**src/rtl/hazard_unit_sb.sv**
```systemverilog
// Hazard/forwarding controller for a 5-stage RISC-V pipeline.
// M/W operand forwarding, load-use stall and branch flush, plus a per-register
// scoreboard for variable-latency long ops (mul/div), an outstanding-op cap,
// a global data-memory freeze and a saturating stall-cycle counter.
module hazard_unit_sb #(
  parameter int NREG    = 32,
  parameter int AW      = 5,
  parameter int MAX_OUT = 2,
  parameter int CNTW    = 16
) (
  input  logic            clk,
  input  logic            rst,
  // D stage
  input  logic [AW-1:0]   rs1d,
  input  logic [AW-1:0]   rs2d,
  input  logic [AW-1:0]   rdd,
  input  logic            regwrite_d,
  input  logic            long_d,
  // E stage
  input  logic [AW-1:0]   rs1e,
  input  logic [AW-1:0]   rs2e,
  input  logic [AW-1:0]   rde,
  input  logic [1:0]      resultsrc_e,
  input  logic            long_e,
  input  logic            pcsrc_e,
  // M stage
  input  logic [AW-1:0]   rdm,
  input  logic            regwrite_m,
  input  logic [1:0]      resultsrc_m,
  // W stage
  input  logic [AW-1:0]   rdw,
  input  logic            regwrite_w,
  // Long-op unit and memory
  input  logic            long_done,
  input  logic [AW-1:0]   long_rd,
  input  logic            mem_wait,
  // Hazard controls
  output logic [1:0]      forward_a_e,
  output logic [1:0]      forward_b_e,
  output logic            stall_f,
  output logic            stall_d,
  output logic            stall_e,
  output logic            stall_m,
  output logic            flush_d,
  output logic            flush_e,
  output logic            flush_w,
  // Status
  output logic [NREG-1:0] busy_vec,
  output logic            sb_err,
  output logic [CNTW-1:0] stall_cycles
);

  localparam int OCW = $clog2(MAX_OUT + 1);

  localparam logic [NREG-1:0] ONE_HOT0 = {{(NREG-1){1'b0}}, 1'b1};

  logic [NREG-1:0] r_busy;
  logic [OCW-1:0]  r_out_cnt;
  logic            r_sb_err;
  logic [CNTW-1:0] r_stall_cycles;

  logic            w_lw_stall;
  logic            w_sb_hit;
  logic            w_cap_stall;
  logic            w_hz;
  logic            w_iss;
  logic            w_ret;
  logic [NREG-1:0] w_busy_eff;
  logic [NREG-1:0] w_set_mask;
  logic [NREG-1:0] w_clr_mask;
  logic [OCW:0]    w_cnt_sum;

  // Forward selection for one E-stage source: M alt result, M ALU, W, regfile.
  function automatic logic [1:0] fwd_sel(input logic [AW-1:0] rs);
    logic [1:0] sel;
    sel = 2'b00;
    if (rs != '0) begin
      if (rs == rdm && regwrite_m)
        sel = (resultsrc_m == 2'b11) ? 2'b11 : 2'b10;
      else if (rs == rdw && regwrite_w)
        sel = 2'b01;
    end
    return sel;
  endfunction

  assign forward_a_e = fwd_sel(rs1e);
  assign forward_b_e = fwd_sel(rs2e);

  // Load-use: the loaded value is not available until W, so D must wait a cycle.
  assign w_lw_stall = (resultsrc_e == 2'b01) && (rde != '0) &&
                      ((rs1d == rde) || (rs2d == rde));

  // A register retiring this cycle is written before the regfile is read,
  // so its busy bit no longer blocks D.
  assign w_clr_mask = long_done ? (ONE_HOT0 << long_rd) : '0;
  assign w_busy_eff = r_busy & ~w_clr_mask;

  // Scoreboard hit on sources (RAW) or destination (WAW), including a long op
  // sitting in E that has not yet reached the scoreboard.
  assign w_sb_hit =
      ((rs1d != '0) && w_busy_eff[rs1d]) ||
      ((rs2d != '0) && w_busy_eff[rs2d]) ||
      (regwrite_d && (rdd != '0) && w_busy_eff[rdd]) ||
      (long_e && (rde != '0) &&
       ((rde == rs1d) || (rde == rs2d) || (regwrite_d && (rde == rdd))));

  // A long op in D may not issue while the long unit is already full,
  // counting the one in E that is about to issue.
  assign w_cnt_sum   = {1'b0, r_out_cnt} + {{OCW{1'b0}}, long_e};
  assign w_cap_stall = long_d && (w_cnt_sum >= (OCW+1)'(MAX_OUT));

  assign w_hz = w_lw_stall || w_sb_hit || w_cap_stall;

  // Stage controls: a memory wait freezes everything and defers any flush.
  always_comb begin
    // NOTE: every output gets a default before the branches so no path leaves
    // one unassigned, which would otherwise infer a latch.
    stall_f = 1'b0;
    stall_d = 1'b0;
    stall_e = 1'b0;
    stall_m = 1'b0;
    flush_d = 1'b0;
    flush_e = 1'b0;
    flush_w = 1'b0;
    if (mem_wait) begin
      stall_f = 1'b1;
      stall_d = 1'b1;
      stall_e = 1'b1;
      stall_m = 1'b1;
      flush_w = 1'b1;
    end else begin
      stall_f = w_hz;
      stall_d = w_hz;
      flush_d = pcsrc_e;
      flush_e = w_hz || pcsrc_e;
    end
  end

  // Issue happens when the long op leaves E; retire only counts for a busy register.
  assign w_iss      = long_e && !mem_wait && (rde != '0);
  assign w_ret      = long_done && (long_rd != '0) && r_busy[long_rd];
  assign w_set_mask = w_iss ? (ONE_HOT0 << rde) : '0;

  // Scoreboard, outstanding count and sticky error; a set beats a same-cycle clear.
  always_ff @(posedge clk or posedge rst) begin
    if (rst) begin
      r_busy    <= '0;
      r_out_cnt <= '0;
      r_sb_err  <= 1'b0;
    end else begin
      // NOTE: state updates use non-blocking assignments so every register
      // samples pre-edge values regardless of statement order.
      r_busy <= (r_busy & ~(w_ret ? w_clr_mask : '0)) | w_set_mask;
      case ({w_iss, w_ret})
        2'b10:   r_out_cnt <= r_out_cnt + 1'b1;
        2'b01:   r_out_cnt <= r_out_cnt - 1'b1;
        default: r_out_cnt <= r_out_cnt;
      endcase
      if (long_done && !w_ret)
        r_sb_err <= 1'b1;
    end
  end

  // Saturating count of cycles in which fetch is held.
  always_ff @(posedge clk or posedge rst) begin
    if (rst)
      r_stall_cycles <= '0;
    else if (stall_f && !(&r_stall_cycles))
      r_stall_cycles <= r_stall_cycles + 1'b1;
  end

  assign busy_vec     = r_busy;
  assign sb_err       = r_sb_err;
  assign stall_cycles = r_stall_cycles;

endmodule

```
**config.mk**
```make
export PLATFORM = sky130hd
export DESIGN_NAME = hazard_unit_sb
export DESIGN_NICKNAME = d
export VERILOG_FILES = /design/src/rtl/hazard_unit_sb.sv
export SDC_FILE = /design/constraint.sdc
export NUM_CORES = 1
export LEC_CHECK = 0
export ABC_AREA = 1
export CAP_MARGIN = 30
export CELL_PAD_IN_SITES_DETAIL_PLACEMENT = 0
export CELL_PAD_IN_SITES_GLOBAL_PLACEMENT = 1
export CORE_MARGIN = 10
export CORE_UTILIZATION = 35
export DETAILED_ROUTE_END_ITERATION = 7
export PLACE_DENSITY_LB_ADDON = 0.1
export RECOVER_POWER = 100
export SLEW_MARGIN = 5
export SYNTH_ARGS = -nofsm -noshare
export SYNTH_HDL_FRONTEND = slang
export SYNTH_SLANG_ARGS = --single-unit
```
**constraint.sdc**
```tcl
create_clock -name clk -period 2.9 [get_ports clk]
set_clock_uncertainty 0.2 [all_clocks]
set_input_delay 0.29 -clock clk [delete_from_list [all_inputs] [get_ports clk]]
set_output_delay 0.29 -clock clk [all_outputs]
set_load 0.03 [all_outputs]
```
**After elaboration in Yosys (flattened, before gate mapping)**

Index checks and enable logic that the tools add are counted.

- $add $sub $neg: 4
- Order comparisons: 5
- Shifts and indexed selects: 2
- Reduce and logical (&&, ||, !) cells: 41
- Eq/ne operators: 13
- Bitwise operators: 5
- Multiplexer cells: 23

Operator list:

| kind | count |
|---|---|
| 32-bit 2-to-1 mux | 3 |
| 32-bit bitwise AND | 2 |
| 32-bit NOT | 2 |
| 1-bit by 5-bit << shifter with 32-bit output (first input constant) | 2 |
| 5-bit equality test | 9 |
| 5-bit nonzero test | 7 |
| 32-bit OR | 1 |
| 5-bit by 6-bit < comparator with 1-bit output (second input constant) | 4 |
| 1-bit binary-select mux with 5-bit select | 4 |
| 1-bit logical AND | 20 |
| 16-bit by 1-bit adder with 16-bit output (second input constant) | 1 |
| 16-bit AND reduction | 1 |
| 1-bit 2-to-1 mux | 11 |
| 1-bit logical OR | 9 |
| 2-bit 2-to-1 mux | 4 |
| 2-bit by 1-bit equality test with 1-bit output (second input constant) | 2 |
| 2-bit equality test (second input constant) | 2 |
| 2-bit case mux with 2 select lines | 1 |
| 2-bit by 1-bit adder with 3-bit output | 1 |
| 3-bit by 2-bit >= comparator with 1-bit output (second input constant) | 1 |
| 1-bit logical NOT | 3 |
| 2-bit by 1-bit adder with 2-bit output (second input constant) | 1 |
| 2-bit nonzero test | 1 |
| 2-bit by 1-bit subtractor with 2-bit output (second input constant) | 1 |

- Bits in registers: 51
- Word-level logic and storage cells: 97
- Output and inout bits: 60

**Depth between registers and ports, before layout**

Gate-level depths: netlist of the first run.

- Depth in word-level cells: 14
- Depth in mapped cells: 19

**Worst setup path before layout of the first run**

Ideal clock, no wire load.

- Kind: input -> output
- Start point: input long_rd[0]
- End point: output stall_f
- Path slack: 0.422 ns
- Arrival time: 1.988 ns
- Required time: 2.410 ns
- Buffers on the path: 4
- Stages: 16
- Cells stage by stage: buf_2 -> nor2_4 -> nand3_1 -> o21ai_1 -> nand2_1 -> nand2_1 -> inv_1 -> a21boi_1 -> nor2_1 -> nand2_1 -> nand3_1 -> nor2_2 -> nand3_2 -> buf_6 -> buf_6 -> buf_4

- Longest elaborated chain between the ends: 13
- Elaborated cells between the ends (all ways): 19

Ends and longest elaborated chain:

| element | line | RTL |
|---|---|---|
| start: declaration | 35 | `input logic [AW-1:0] long_rd,` |
| 1-bit by 5-bit << shifter with 32-bit output * | 95 | `assign w_clr_mask = long_done ? (ONE_HOT0 << long_rd) : '0;` |
| 32-bit 2-to-1 mux * | 95 |  |
| 32-bit NOT * | 96 | `assign w_busy_eff = r_busy & ~w_clr_mask;` |
| 32-bit bitwise AND * | 96 |  |
| 1-bit binary-select mux with 5-bit select, on equally long branches | 101, 102 |  |
| 1-bit 2-to-1 mux, on equally long branches | 101, 102 |  |
| 1-bit logical AND, on equally long branches | 101, 102 |  |
| 1-bit logical OR | 101 | `((rs1d != '0) && w_busy_eff[rs1d]) \|\|` |
| 1-bit logical OR * | 102 | `((rs2d != '0) && w_busy_eff[rs2d]) \|\|` |
| 1-bit logical OR * | 103 | `(regwrite_d && (rdd != '0) && w_busy_eff[rdd]) \|\|` |
| 1-bit logical OR * (2 in a row) | 112 | `assign w_hz = w_lw_stall \|\| w_sb_hit \|\| w_cap_stall;` |
| 1-bit 2-to-1 mux * | n/a |  |
| end: declaration | 40 | `output logic stall_f,` |

Mark *: on every way between the ends. The rest lies on a longest branch, timed or not. The select of a mux whose other input is x is not followed.

**Final worst setup path of the first run**

- Start point: input rs1d[0]
- End point: output flush_e

- Longest elaborated chain between the ends: 10
- Elaborated cells between the ends (all ways): 18

Ends and longest elaborated chain:

| element | line | RTL |
|---|---|---|
| start: declaration | 14 | `input logic [AW-1:0] rs1d,` |
| 1-bit binary-select mux with 5-bit select | 101 |  |
| 1-bit 2-to-1 mux (implied by the code) | 101 |  |
| 1-bit logical AND | 101 |  |
| 1-bit logical OR | 101 |  |
| 1-bit logical OR | 102 |  |
| 1-bit logical OR | 103 |  |
| 1-bit logical OR * (2 in a row) | 112 |  |
| 1-bit logical OR * | 135 | `flush_e = w_hz \|\| pcsrc_e;` |
| 1-bit 2-to-1 mux * | 125 | `if (mem_wait) begin` |
| end: declaration | 45 | `output logic flush_e,` |

Marked as above.

==> results.py, run 1 <==
metrics = {
    "pwr": {
        "p_leak_nw": 3.31,
        "peakVddDrop_v": 0.000437,
        "power.density_mw_per_mm2": 478,
        "p_total_mw": 3.42,
    },
    "synth": {
        "synth-seq-cells": 51,
        "ys_seq_area_share_pct": 27.5,
        "synth_commonest_cells": "170 x nand2_1, 143 x nand3_1, 78 x inv_1, 51 x dfrtp_1, 35 x nor2_1",
        "synth_nets": 783,
        "synth_cells": 722,
        "synth_top_area_share_pct": 27.5,
        "syn_area_mm2": 0.00464,
        "syn_avg_cell_area_um2": 6.43,
        "async_reset_ff_share_pct": 100,
        "synth_edf_count": 0,
        "synth_ff_type": "dfrtp_1",
        "synth_cell_type_count": 47,
        "yosys_warnings": 0,
        "synth_area_leaders": "dfrtp_1 27%, nand3_1 15%, nand2_1 14%, inv_1 6.3%, xor2_1 3.6%",
        "synth_largest_area_cell": "dfrtp_1",
        "yosysMostFrequentCell": "nand2_1",
    },
    "clock_tree": {
        "cts_buffer_depth": 2,
        "cts.sinks": 51,
        "numCtsBuffers": 5,
        "clkTransAtPathRegs_ps": 70,
        "h-tree-depth": 2,
        "cts.hold.buffers_added": 0,
        "cts_root_buf": "clkbuf_16",
        "tritoncts": "built",
        "clkLatencyLatePin_ps": 310,
    },
    "die": {
        "core_region_area_mm2": 0.0131,
        "design.die.area_mm2": 0.0183,
        "initial_core_util_pct": 35.4,
        "ios": 119,
        "die_height_um": 135,
        "rows": 42,
        "die_w_um": 135,
    },
    "layout": {
        "fin_nets": 984,
        "syn2layout_area_growth_pct": 54.0,
        "n_antenna_cell": 0,
        "drive_gt1_share_pct": 20.5,
        "layout.cells.non_filler": 1100,
        "n_fill_cell": 1283,
    },
    "global_route": {
        "grt_pass1_vias": 5808,
        "overflow": 0,
        "grt_max_degree": 28,
        "antenna_found_initial": 0,
        "grt_pass1_wl_mm": 33.5,
        "grt.total_usage_pct": 23.2,
    },
    "routing": {
        "wl_per_cell_um": 19.8,
        "vias": 6059,
        "drtIter0Drc": 651,
        "drc_errors": 0,
        "via_per_inst": 5.51,
        "dr.pass1.iters": 6,
        "antenna_left": 0,
        "wirelength_mm": 21.8,
    },
    "setup_path": {
        "cp_max_fo": 8,
        "cp_cell_sequence": "clkdlybuf4s50_1 > buf_4 > xor2_1 > a21oi_2 > nand3_1 > nand3_1 > a31oi_1 > nand2_1 > nor2_4 > buf_6 > a31oi_1 > buf_4",
        "critPathBufInv": 4,
        "crit_arrival_ps": 2400,
        "cp-end-kind": "output port",
        "cp_top_family": "buffers and inverters",
        "startpoint_type": "input port",
        "critical_path_class": "input port to output port",
        "cp_slowest_cell": "clkdlybuf4s50_1",
        "cp_data_required_time_ps": 2410,
        "slowest_delay_ps": 540,
    },
    "timing": {
        "maxSlewHeadroom_pct": 32.3,
        "fin_setup_tns_ps": 0,
        "tightest_slew_ps": 1010,
        "min_period_ps": 2890,
        "maxSlewViolCount": 0,
        "final_hold_viol_count": 0,
        "rsz0062_at_grt": "true",
        "max_freq_mhz": 346,
        "setup_viol": 0,
        "fin_crit_sh_pct": 99.8,
    },
    "placement": {
        "gp_congestion": 0.977,
        "hpwl_mm": 17.3,
        "io_buffers": 118,
        "dp.cells": 1081,
    },
    "run": {
        "maxCapViolations": 0,
    },
    "hold_path": {
        "hp-class": "input port to flop",
    },
    "outcome": {
        "outcome": "complete, no violations",
    },
}
## area by class of cell
class	instances	area (um2)	share of cell area [%]
Multi-Input combinational cell	551	3090	43.2
Timing Repair Buffer	227	2080	29.0
Sequential cell	51	1280	17.8
Inverter	87	333	4.65
Tap cell	176	220	3.08
Clock buffer	5	125	1.75
Clock inverter	3	28.8	0.402
## cell families (layout without fill, tap and decap cells)
family          count (synthesis)  in the layout  synth area share, %
xor+xnor                       25             25                 4.71
buf+inv                       120            322                 11.0
simple gates                  406            406                 40.5
fa+ha+maj                       2              2                0.539
compound gates                118            118                 15.8
flops                          51             51                 27.5
## path summary, 6_finish.rpt
path                                   startpoint                  endpoint  slack [ps]  cells past startpoint
min in group asynchronous                     rst    busy_vec[26]$_DFF_PP0_         450                      2
setup reg to reg           busy_vec[26]$_DFF_PP0_  r_out_cnt[1]$_DFFE_PP0P_         410                     13
max in group asynchronous                     rst  r_out_cnt[0]$_DFFE_PP0P_         820                      3
hold reg to reg             busy_vec[0]$_DFF_PP0_     busy_vec[0]$_DFF_PP0_         270                      0
setup / recovery                          rs1d[0]                   flush_e           7                     12
hold / removal                             rde[0]    busy_vec[23]$_DFF_PP0_         250                      3
## timing repair
| item | CTS | global route |
|---|---|---|
| buffers inserted | 8 | 3 |
| pin swaps | 23 | 12 |
| endpoints found under the setup margin | 4 | 18 |
| gates cloned | 0 | 0 |
| gates resized for setup | 53 | 31 |
## report_power, final
part	switching, mW	internal (mW)	leakage [nW]
Clock	0.312	0.330	0.0759
Combinational	1.03	0.703	2.59
Sequential	0.186	0.858	0.646
Total	1.53	1.89	3.31
## state kept, by name, indices dropped and copies added, names as in the netlist
| name | cells |
|---|---|
| r_out_cnt | 2 |
| busy_vec | 32 |
| sb_err | 1 |
| stall_cycles | 16 |
## through the flow
step	hold WS [ps]	util [%]	setup slack [ps]	instance area [um2]
floorplan	256	-	422	4640
global placement	241	50.7	-283	6670
detailed placement	256	50.7	-273	6670
CTS	182	53.8	23.0	7070
global route	273	54.4	-47.8	7150
finish	250	54.4	6.60	7150
## tightest hold or removal path: stages
cell and delay (ps):
dlymetal6s2s_1 180, nand4_1 160, o21bai_1 90
## metal layers
metal | part of all wire, % | wire, um | vias to the layer above | GRT usage, %
li1 | - | - | 2850 | -
met2 | 44 | 9490 | 310 | 35.1
met1 | 46 | 9920 | 2856 | 32.5
met5 | 0 | 0 | - | 0
met3 | 8.5 | 1850 | 43 | 5.71
met4 | 2.3 | 504 | 0 | 5.44
## cells in the final DEF, fill, tap and decap left out, types with 3 or more instances in the layout
cell type	synthesis	layout
nand2_1	170	163
nand3_1	143	129
buf_4	8	89
inv_1	78	77
dlygate4sd3_1	0	55
dfrtp_1	51	51
clkdlybuf4s50_1	0	49
nor2_1	35	30
o21ai_0	27	27
nand4_1	21	21
a21oi_1	26	19
xor2_1	19	19
nand3_2	1	13
o21bai_1	13	13
o22ai_1	11	11
nor3_1	11	11
buf_6	2	11
nand2_2	3	9
nor2_4	3	7
a21oi_2	0	6
nor2_2	5	6
xnor2_1	6	6
buf_12	0	6
inv_2	5	5
o211ai_1	5	5
a221oi_1	5	5
clkbuf_16	0	5
clkbuf_2	0	5
o21ai_1	7	4
a22oi_1	4	4
dlygate4sd2_1	0	4
nor3_4	1	3
a31oi_2	0	3
clkinv_1	4	3
or2_2	3	3
a31oi_1	6	3
nor4_1	3	3
o2111ai_1	3	3
dlymetal6s2s_1	0	3
clkbuf_1	10	3
(Power assumes the default switching activity.)
==> inputs of run 2 (changes only) <==
--- a/config.mk
+++ b/config.mk
@@ -18,3 +18,4 @@
 export SYNTH_ARGS = -nofsm -noshare
 export SYNTH_HDL_FRONTEND = slang
 export SYNTH_SLANG_ARGS = --single-unit
+export TNS_END_PERCENT = 5
==> run 2 against run 1 <==
The run now ends with setup timing left. Core utilization shrank 0.47 points. Cell count shrank 0.18%. Final area is 0.86% lower. Count of clock-buffer cells in the layout did not move. Register-to-register slack about the same. Global-route usage unchanged. Critical path depth stayed put.
==> results.py, run 2 (synthesis gave the netlist of run 1 again) <==
metrics = {
    "clock_tree": {
        "cts_root_buf": "clkbuf_16",
        "clkTransAtPathRegs_ps": 70,
        "tritoncts": "built",
        "cts_buffer_depth": 2,
        "cts.hold.buffers_added": 0,
        "cts.sinks": 51,
        "clkLatencyLatePin_ps": 310,
        "numCtsBuffers": 5,
        "h-tree-depth": 2,
    },
    "timing": {
        "max_freq_mhz": 342,
        "maxSlewViolCount": 0,
        "min_period_ps": 2920,
        "holdWs_ps": 267,
        "worst_slack_ps": -24.2,
        "rsz0062_at_grt": "true",
        "fin_setup_tns_ps": -24.2,
        "tightest_slew_ps": 1010,
        "setup_viol": 1,
        "maxSlewHeadroom_pct": 32.8,
        "final_hold_viol_count": 0,
        "fin_crit_sh_pct": 101,
    },
    "die": {
        "ios": 119,
        "die_height_um": 135,
        "rows": 42,
        "core_region_area_mm2": 0.0131,
        "design.die.area_mm2": 0.0183,
        "initial_core_util_pct": 35.4,
        "die_w_um": 135,
    },
    "setup_path": {
        "r2r-end": "r_out_cnt[1]$_DFFE_PP0P_",
        "cp_data_required_time_ps": 2410,
        "r2r_start": "busy_vec[26]$_DFF_PP0_",
        "critical_path_class": "input port to output port",
        "cp_max_fo": 9,
        "reg2reg_depth": 13,
        "startpoint_type": "input port",
        "crit_arrival_ps": 2430,
        "reg2reg_slack_ps": 410,
        "cp-end-kind": "output port",
        "crit_start": "rde[0]",
    },
    "layout": {
        "n_antenna_cell": 0,
        "final_util_pct": 54.0,
        "drive_gt1_share_pct": 18.9,
        "syn2layout_area_growth_pct": 52.7,
        "fin_nets": 982,
        "seq_area_mm2": 0.00128,
        "final_cell_mix": "164 x nand2_1, 133 x nand3_1, 92 x buf_4",
        "n_fill_cell": 1278,
        "multi_input_area_mm2": 0.00304,
        "largest_reg_flops": 32,
        "layout_commonest_cell": "nand2_1",
    },
    "hold_path": {
        "holdPathEnd": "busy_vec[0]$_DFF_PP0_",
        "min_delay_path_depth": 0,
        "hp-start": "busy_vec[0]$_DFF_PP0_",
        "hp-class": "flop to flop",
    },
    "placement": {
        "place_ws_ps": -273,
        "io_buffers": 118,
        "gp_congestion": 0.977,
        "hpwl_mm": 17.3,
    },
    "pwr": {
        "p_leak_nw": 3.28,
        "p_total_mw": 3.41,
        "peakVddDrop_v": 0.000436,
        "power.density_mw_per_mm2": 480,
    },
    "global_route": {
        "grt_pass1_wl_mm": 33.5,
        "grt_pass1_vias": 5808,
        "antenna_found_initial": 0,
        "grt.total_usage_pct": 23.2,
        "overflow": 0,
        "grt_max_degree": 28,
    },
    "routing": {
        "dr.pass1.iters": 7,
        "wl_per_cell_um": 19.7,
        "drc_errors": 0,
        "antenna_left": 0,
        "via_per_inst": 5.53,
        "drtIter0Drc": 663,
        "vias": 6072,
        "wirelength_mm": 21.7,
    },
    "run": {
        "maxCapViolations": 0,
    },
    "outcome": {
        "violations": "setup timing",
        "outcome": "finished with violations",
    },
}
-- run 2: cell types whose count changed in the layout (fill, tap and decap cells not counted), moves of 3 or more --
cell and delta:
buf_4 +3, clkdlybuf4s50_1 +4, nand3_2 -3, clkbuf_2 -4, nand3_1 +4
-- run 2: timing repair --
action | CTS | global route
pin swaps | 23 | 3
gates cloned | 0 | 0
gates resized for setup | 53 | 11
setup endpoints to repair | 4 | 18
buffers inserted | 8 | 1
-- run 2: layout make-up --
class,instances,area share (%)
clock buffer,5,1.76
tap,176,3.11
sequential,51,18.0
multi-input combinational,551,42.9
inverter,87,4.64
clock inverter,3,0.406
timing repair buffer,225,29.2
-- run 2: worst max-delay path by stage --
stage / end / slack [ps]
finish: flush_e / -20
detailed placement: r_out_cnt[1]$_DFFE_PP0P_ / -270
global placement: stall_f / -280
global route: flush_e / -130
floorplan: stall_f / 420
CTS: flush_e / 20
-- run 2: where the power goes --
group          total, mW  switching [mW]  internal (mW)
registers           1.04           0.184          0.858
logic               1.72            1.02          0.699
clock network      0.646           0.315          0.330
-- run 2: metal layers --
layer	vias to the layer above	global-route usage, %	share of wire [%]
li1	2851	-	-
met1	2857	32.5	44
met2	321	35.1	44
met3	43	5.71	9.5
met4	0	5.44	2.1
met5	-	0	0
-- run 2: critical path: stages --
cell and delay (ps):
clkdlybuf4s50_1 570, buf_4 220, xor2_1 190, a21oi_2 70
nand3_1 80, nand3_1 100, a31oi_1 260, nand2_1 150
nor2_4 160, buf_6 110, a31oi_1 60, buf_4 170
-- run 2: per-stage QoR --
step | instances | cell area [um2]
5_1_grt | 1098 | 7090
3_3_place_gp | 1081 | 6670
6_report | 1098 | 7090
4_1_cts | 1097 | 7070
3_5_place_dp | 1081 | 6670
2_1_floorplan | 722 | 4640
